<file path="src/rtl/seq_divider_pkg.sv">
// Shared definitions for the iterative divider: FSM state encoding and the
// fixed enable-to-completed latency the ALU and benches rely on.
package seq_divider_pkg;

    typedef enum logic [1:0] {
        IDLE = 2'd0,
        CALC = 2'd1,
        FIX  = 2'd2
    } div_state_t;

    localparam int DIV_WIDTH   = 32;
    localparam int DIV_LATENCY = DIV_WIDTH + 1;

    function automatic int div_latency(input int width);
        return width + 1;
    endfunction

endpackage

</file>
<file path="src/rtl/seq_divider_if.sv">
// ALU <-> divider handshake: enable pulse with operands in, completed pulse with results out.
interface seq_divider_if #(
    parameter int WIDTH = 32
);
    logic             enable;
    logic             is_signed;
    logic [WIDTH-1:0] s;
    logic [WIDTH-1:0] t;
    logic             completed;
    logic [WIDTH-1:0] q;
    logic [WIDTH-1:0] r;
    logic             busy;

    modport master (
        output enable, is_signed, s, t,
        input  completed, q, r, busy
    );

    modport slave (
        input  enable, is_signed, s, t,
        output completed, q, r, busy
    );
endinterface

</file>
<file path="src/rtl/seq_divider.sv">
// Radix-2 restoring divider for RV32M div/divu/rem/remu with fixed WIDTH+1 latency.
// Divide-by-zero and signed overflow are resolved here so the ALU needs no fix-up.
module seq_divider
    import seq_divider_pkg::*;
#(
    parameter int WIDTH = 32
) (
    input  logic          clk,
    input  logic          rstn,
    seq_divider_if.slave  bus
);

    localparam int CW = $clog2(WIDTH) + 1;
    localparam logic [CW-1:0] LAST_ITER = CW'(WIDTH - 1);

    div_state_t       state_reg, state_next;
    logic [CW-1:0]    count_reg, count_next;
    logic [WIDTH-1:0] rem_reg, rem_next;
    logic [WIDTH-1:0] quo_reg, quo_next;
    logic [WIDTH-1:0] divisor_reg, divisor_next;
    logic [WIDTH-1:0] s_raw_reg, s_raw_next;
    logic             sign_s_reg, sign_s_next;
    logic             sign_t_reg, sign_t_next;
    logic             div_zero_reg, div_zero_next;
    logic             completed_reg, completed_next;
    logic [WIDTH-1:0] q_reg, q_next;
    logic [WIDTH-1:0] r_reg, r_next;

    function automatic logic [WIDTH-1:0] negate(input logic [WIDTH-1:0] x);
        return ~x + WIDTH'(1);
    endfunction

    // One restoring step: shift {rem,quo} left, try subtracting the divisor.
    // The remainder is always below the divisor, so a non-negative trial fits in WIDTH bits.
    function automatic logic [2*WIDTH-1:0] div_step(input logic [WIDTH-1:0] rem,
                                                    input logic [WIDTH-1:0] quo,
                                                    input logic [WIDTH-1:0] d);
        logic [WIDTH+1:0] trial;
        trial = {1'b0, rem, quo[WIDTH-1]} - {2'b00, d};
        if (trial[WIDTH+1:WIDTH] == 2'b00)
            return {trial[WIDTH-1:0], quo[WIDTH-2:0], 1'b1};
        else
            return {rem[WIDTH-2:0], quo[WIDTH-1], quo[WIDTH-2:0], 1'b0};
    endfunction

    always_ff @(posedge clk or negedge rstn) begin
        if (!rstn) begin
            state_reg     <= IDLE;
            count_reg     <= '0;
            rem_reg       <= '0;
            quo_reg       <= '0;
            divisor_reg   <= '0;
            s_raw_reg     <= '0;
            sign_s_reg    <= 1'b0;
            sign_t_reg    <= 1'b0;
            div_zero_reg  <= 1'b0;
            completed_reg <= 1'b0;
            q_reg         <= '0;
            r_reg         <= '0;
        end else begin
            state_reg     <= state_next;
            count_reg     <= count_next;
            rem_reg       <= rem_next;
            quo_reg       <= quo_next;
            divisor_reg   <= divisor_next;
            s_raw_reg     <= s_raw_next;
            sign_s_reg    <= sign_s_next;
            sign_t_reg    <= sign_t_next;
            div_zero_reg  <= div_zero_next;
            completed_reg <= completed_next;
            q_reg         <= q_next;
            r_reg         <= r_next;
        end
    end

    always_comb begin
        state_next     = state_reg;
        count_next     = count_reg;
        rem_next       = rem_reg;
        quo_next       = quo_reg;
        divisor_next   = divisor_reg;
        s_raw_next     = s_raw_reg;
        sign_s_next    = sign_s_reg;
        sign_t_next    = sign_t_reg;
        div_zero_next  = div_zero_reg;
        completed_next = 1'b0;
        q_next         = q_reg;
        r_next         = r_reg;

        case (state_reg)
            IDLE: begin
                if (bus.enable) begin
                    sign_s_next   = bus.is_signed & bus.s[WIDTH-1];
                    sign_t_next   = bus.is_signed & bus.t[WIDTH-1];
                    quo_next      = (bus.is_signed & bus.s[WIDTH-1]) ? negate(bus.s) : bus.s;
                    divisor_next  = (bus.is_signed & bus.t[WIDTH-1]) ? negate(bus.t) : bus.t;
                    rem_next      = '0;
                    div_zero_next = (bus.t == '0);
                    s_raw_next    = bus.s;
                    count_next    = '0;
                    state_next    = CALC;
                end
            end
            CALC: begin
                {rem_next, quo_next} = div_step(rem_reg, quo_reg, divisor_reg);
                count_next = count_reg + CW'(1);
                if (count_reg == LAST_ITER)
                    state_next = FIX;
            end
            FIX: begin
                if (div_zero_reg) begin
                    q_next = '1;
                    r_next = s_raw_reg;
                end else begin
                    q_next = (sign_s_reg ^ sign_t_reg) ? negate(quo_reg) : quo_reg;
                    r_next = sign_s_reg ? negate(rem_reg) : rem_reg;
                end
                completed_next = 1'b1;
                state_next     = IDLE;
            end
            default: state_next = IDLE;
        endcase
    end

    assign bus.completed = completed_reg;
    assign bus.q         = q_reg;
    assign bus.r         = r_reg;
    assign bus.busy      = (state_reg != IDLE);

endmodule

</file>
<file path="src/flat_wrapper.sv">
// flat-port wrapper written by rule: the top's interface ports become plain ports
module seq_divider_flat import seq_divider_pkg::*;
#(
    parameter int WIDTH = 32
)
  (clk, rstn, bus_enable, bus_is_signed, bus_s, bus_t, bus_completed, bus_q, bus_r, bus_busy);
  seq_divider_if #(.WIDTH(WIDTH)) bus_i ();
  input  logic clk;
  input  logic rstn;
  input wire logic [$bits(bus_i.enable)-1:0] bus_enable;
  input wire logic [$bits(bus_i.is_signed)-1:0] bus_is_signed;
  input wire logic [$bits(bus_i.s)-1:0] bus_s;
  input wire logic [$bits(bus_i.t)-1:0] bus_t;
  output wire logic [$bits(bus_i.completed)-1:0] bus_completed;
  output wire logic [$bits(bus_i.q)-1:0] bus_q;
  output wire logic [$bits(bus_i.r)-1:0] bus_r;
  output wire logic [$bits(bus_i.busy)-1:0] bus_busy;
  assign bus_i.enable = bus_enable;
  assign bus_i.is_signed = bus_is_signed;
  assign bus_i.s = bus_s;
  assign bus_i.t = bus_t;
  assign bus_completed = bus_i.completed;
  assign bus_q = bus_i.q;
  assign bus_r = bus_i.r;
  assign bus_busy = bus_i.busy;
  seq_divider #(.WIDTH(WIDTH)) u_core (.clk(clk), .rstn(rstn), .bus(bus_i));
endmodule
</file>
<file path="config.mk">
export PLATFORM = sky130hd
export DESIGN_NAME = seq_divider_flat
export DESIGN_NICKNAME = d
export VERILOG_FILES = /design/src/rtl/seq_divider_pkg.sv /design/src/rtl/seq_divider_if.sv /design/src/rtl/seq_divider.sv /design/src/flat_wrapper.sv
export SDC_FILE = /design/constraint.sdc
export NUM_CORES = 1
export LEC_CHECK = 0
export CORE_UTILIZATION = 35
export CTS_CLUSTER_SIZE = 30
export DETAILED_ROUTE_END_ITERATION = 8
export PLACE_DENSITY = 0.61
export SYNTH_ARGS = -nofsm -noshare
export SYNTH_HDL_FRONTEND = slang
export SYNTH_SLANG_ARGS = --single-unit
</file>
<file path="constraint.sdc">
create_clock -name clk -period 8.3 [get_ports clk]
set_input_delay 1.66 -clock clk [delete_from_list [all_inputs] [get_ports clk]]
set_output_delay 1.66 -clock clk [all_outputs]
set_load 0.1 [all_outputs]
</file>
After elaboration in Yosys (flattened, before gate mapping) --
Cells that the tools add are included.
Word-level totals: logic and storage cells 55, flip-flop bits (word level) 204
Operators by class: eq/ne operators 5, reduce and logical (&&, ||, !) cells 8, multiplexer cells 17, add/sub/neg operators 6, bitwise gates (word level) 7
Operators with widths (count):
- $mux 32 | 8
- $add 32x1->32 const B | 4
- $not 32->32 | 4
- $pmux 32 s2 | 2
- $mux 64 | 1
- $sub 33x32->34 | 1
- $logic_not 32->1 | 1
- $pmux 6 s2 | 1
- $add 6x1->6 const B | 1
- $eq 6x5->1 const B | 1
- $mux 6 | 1
- $reduce_and 2->1 | 3
- $logic_not 2->1 | 2
- $mux 2 | 2
- $pmux 2 s2 | 1
- $reduce_bool 2->1 | 2
- $and 1x1->1 | 2
- $eq 2x1->1 const B | 1
- $eq 2x2->1 const B | 1
- $ne 2x1->1 const B | 1
- $ne 2x2->1 const B | 1
- $mux 1 | 1
- $xor 1x1->1 | 1

Depth between registers and ports, before layout --
word-level depth 5, gate-level depth with buffers 14, gate-level depth less buffers 12

Worst setup path before layout --
Ideal clock, no wire load.
kind input to register, start point input port bus_s[8], end point register u_core.quo_reg[29], path buffers 0, setup time 0.133 ns, stages 9, slack 4.338 ns, arrival time 3.829 ns, required time 8.167 ns, cells stage by stage or4_1 or3_1 nor4_1 and2_1 nand2_1 nor4_1 a21oi_1 xnor2_1 o21ai_0
On the way: cells in the longest elaborated chain, start to end 5
RTL lines:
- start: declaration | RTL line flat_wrapper.sv:12 | input wire logic [$bits(bus_i.s)-1:0] bus_s;
- $not 32->32 | RTL line seq_divider.sv:30 | return ~x + WIDTH'(1);
- $add 32x1->32 | RTL line seq_divider.sv:30
- $mux 32 | RTL line seq_divider.sv:95 | quo_next = (bus.is_signed & bus.s[WIDTH-1]) ? negate(bus.s) : bus.s;
- $mux 32 | RTL line seq_divider.sv:92 | if (bus.enable) begin
- $pmux 32 s2 | RTL line seq_divider.sv:90 | case (state_reg)
- end signal: assignment | RTL line seq_divider.sv:64 | quo_reg <= quo_next;
- end: declaration | RTL line seq_divider.sv:19 | logic [WIDTH-1:0] quo_reg, quo_next;
No other way between the ends. The select of a mux whose other input is x is not followed. A chain may end at the register's enable or synchronous reset.

Worst setup path after layout --
Same ends and word-level chain as after synthesis.

==> impl_results.md <==
* Run status: completed
* 1st-pass router iterations at 4
* Number of nets produced by synthesis at 1617
* Sum of met2 wire segment lengths after detailed routing at 16300 um
* Final WL at 35700 um
* Shortest clock period the worst path allows after layout at 4.37 ns
* Hold-fix buffer count after cts at 0
* Post-route non-filler standard cell count at 2077
* GRT Residual Overflow at 0
* RePlAce Congestion at 0.858
* Number of DRC violations after detailed routing at 0
* Met3 wire length at 1680 um
* Top_reg_cell synth: dfrtp_1
* Vias at 11000
* Number of register bits inferred by synthesis at 204
* Topmost layer with routed signal wires: met5
* Register clock-pin slew on the reported worst setup and hold paths at 0.06 ns
* Overall routing resource usage at 0.194
* Max VDD drop at 0.000221 V
* Die area at 36800 um2
* Area of the core at 35500 um2
* First-pass GRT wire length at 56900 um
* Via count of the first global-routing pass at 10600
* Synth-to-layout area growth at 20.1%
* Total power per unit cell area at 360 nW/um2
* Max Clock Freq at 229 MHz
* Arrival time at the worst endpoint at 4.74 ns
* Main area contributors after synthesis: dfrtp_1 40%, o21ai_0 6.9%, nand2_1 6.7%
* Average footprint of a synthesized cell at 8.35 um2
* Maximum fanout encountered on the critical timing path at 4
* Ratio of cells with drive above 1 in the final layout at 0.0476
* HP Class: flip-flop to flip-flop
* Final hold viol count at 0
* Final Net Count at 1704
* Area of the mapped netlist at 12600 um2
* Vias/cell at 5.30
* Antenna violations before repair at 1
* Hold WS at 0.473 ns
* Ys async rst share at 1.00
* Pin count of the biggest net entering global routing at 93
* Half-perimeter wire length after detailed placement at 26300 um
* Leakage power at 6.38 nW
* Transition time at the pin with the least slew margin at 1.04 ns
* Number of port buffers at 133
* Total negative slack for setup checks at 0 ns
* Slew Limit Fails at 0
* Horizontal extent of the die at 192 um
* Clock H-tree levels at 1
* R2R depth at 11
* Number of synthesized flops with an enable pin at 0
* Max-Cap Viols at 0
* DRT iter0 DRCs at 630
* Synthesized instance count at 1511
* Clock tree from TritonCTS: built
* # diodes at 0
* Worst Setup Path Type: input port to flip-flop
* Max clock buf depth at 3
* Number of distinct library cells after synthesis at 65
* Post-CTS setup-driven buffer insertion count at 0
* Post-route fraction of the period consumed by the critical path at 0.526
* Number of inserted filler cells in the final layout at 3591
* Setup violation total in the final timing report at 0
* Root Buffer Master: clkbuf_16
* I/O pin cnt at 134
* Routed length per instance at 17.2 um
* Required @ worst endpoint at 8.67 ns
* Num rows at 69
* Number of warning messages in the yosys log at 0
* Hold depth at 2
* Biggest area consumer among synthesized cells: dfrtp_1
* Number of nets with antenna violations after routing at 0
* Area fraction of the dominant cell type after synthesis at 0.405
* Initial standard-cell utilization of the core at 0.355
* Die Y at 192 um
* Number of clock sinks at 204
* Sequential area share after synthesis at 0.405
* Setup crit start kind: input port
* Cell total after placement at 2033
* M1 wire length at 17200 um
* Number of CTS-inserted buffers at 24
* RSZ-0062 raised after global routing: no
* Clk Latency, worst-skew pair at 0.52 ns
* Most frequent cells in the layout: 225 x nand2_1, 203 x dfrtp_1, 175 x o21ai_0, 135 x a21oi_1, 132 x clkdlybuf4s50_1
* Max Clock Skew at 0.00890 ns
* Relative slew slack at 0.307
* Post-cts sizing count at 0
* Setup crit end kind: flip-flop
* Most common cell after layout, fill and taps aside: nand2_1
## logic make-up (layout without fill, tap and decap cells)
| group | Yosys count | after routing | share of synthesized area |
|---|---|---|---|
| simple gates | 510 | 510 | 0.181 |
| compound gates | 440 | 440 | 0.203 |
| flops | 204 | 204 | 0.405 |
| xor+xnor | 147 | 147 | 0.102 |
| buf+inv | 141 | 246 | 0.0451 |
| fa+ha+maj | 38 | 38 | 0.0383 |
| mux | 31 | 31 | 0.0248 |
## metal layers
| layer | GRT usage | up-vias |
|---|---|---|
| met5 | 0 | - |
| met4 | 0.0394 | 2 |
| met3 | 0.0223 | 37 |
| met2 | 0.315 | 243 |
| met1 | 0.276 | 5270 |
| li1 | - | 5464 |
## per-stage QoR
| stage | utilization | power, mW | area, um2 | setup slack [ns] |
|---|---|---|---|---|
| floorplan | - | 3.63 | 12600 | 4.34 |
| global placement | 0.403 | 4.32 | 14300 | 3.46 |
| detailed placement | 0.403 | 4.36 | 14300 | 3.44 |
| CTS | 0.427 | 5.48 | 15100 | 3.95 |
| global route | 0.427 | 5.91 | 15100 | 3.77 |
| finish | 0.427 | 5.46 | 15100 | 3.93 |
## critical path: stages
cell	delay, ns
clkdlybuf4s50_1	0.47
or4_1	0.59
or3_1	0.40
nor4_1	0.43
and2_1	0.25
nand2_1	0.11
nor4_1	0.40
a21oi_1	0.15
xnor2_1	0.18
o21ai_0	0.09
## final cells by class
cell class,count,area [um2],area share
clock inverter,8,93.8,0.00620
clock buffer,36,747,0.0493
inverter,56,210,0.0139
tap,461,577,0.0381
sequential,204,5110,0.337
timing repair buffer,146,1430,0.0946
multi-input combinational,1166,6970,0.461
## Yosys cell counts (6+ instances only)
library cell	instances
o21bai_1	6
mux2i_1	29
ha_1	37
o31ai_1	24
clkbuf_1	74
nor4_1	21
nand2b_1	8
a21o_1	9
xor2_1	71
o21ai_1	8
nor2b_1	8
or4_1	8
o41ai_1	9
nor2_1	124
nand2_1	226
dfrtp_1	204
nor3_1	19
or3_1	9
xnor2_1	76
and3_1	10
and2_1	6
o21ai_0	175
a21oi_1	135
inv_1	56
nand3_1	48
a22oi_1	28
nand4_1	8
a31oi_1	9
## power breakdown
| part | switching, mW | total (mW) | internal, mW |
|---|---|---|---|
| combinational | 1.53 | 2.68 | 1.15 |
| sequential | 0.398 | 1.67 | 1.27 |
| clock | 0.422 | 1.10 | 0.682 |
## path summary, 6_finish.rpt
kind,slack (ns),from,end
max,3.93,bus_s[8],u_core.quo_reg[29]
min,0.47,u_core.divisor_reg[28],u_core.divisor_reg[28]
max reg2reg,4.41,u_core.rem_reg[2],u_core.rem_reg[27]
min reg2reg,0.47,u_core.divisor_reg[28],u_core.divisor_reg[28]
max in group asynchronous,5.70,rstn,u_core.bus.q[30]
min in group asynchronous,1.19,rstn,u_core.bus.q[0]
Power figures use the tool's default switching activity.
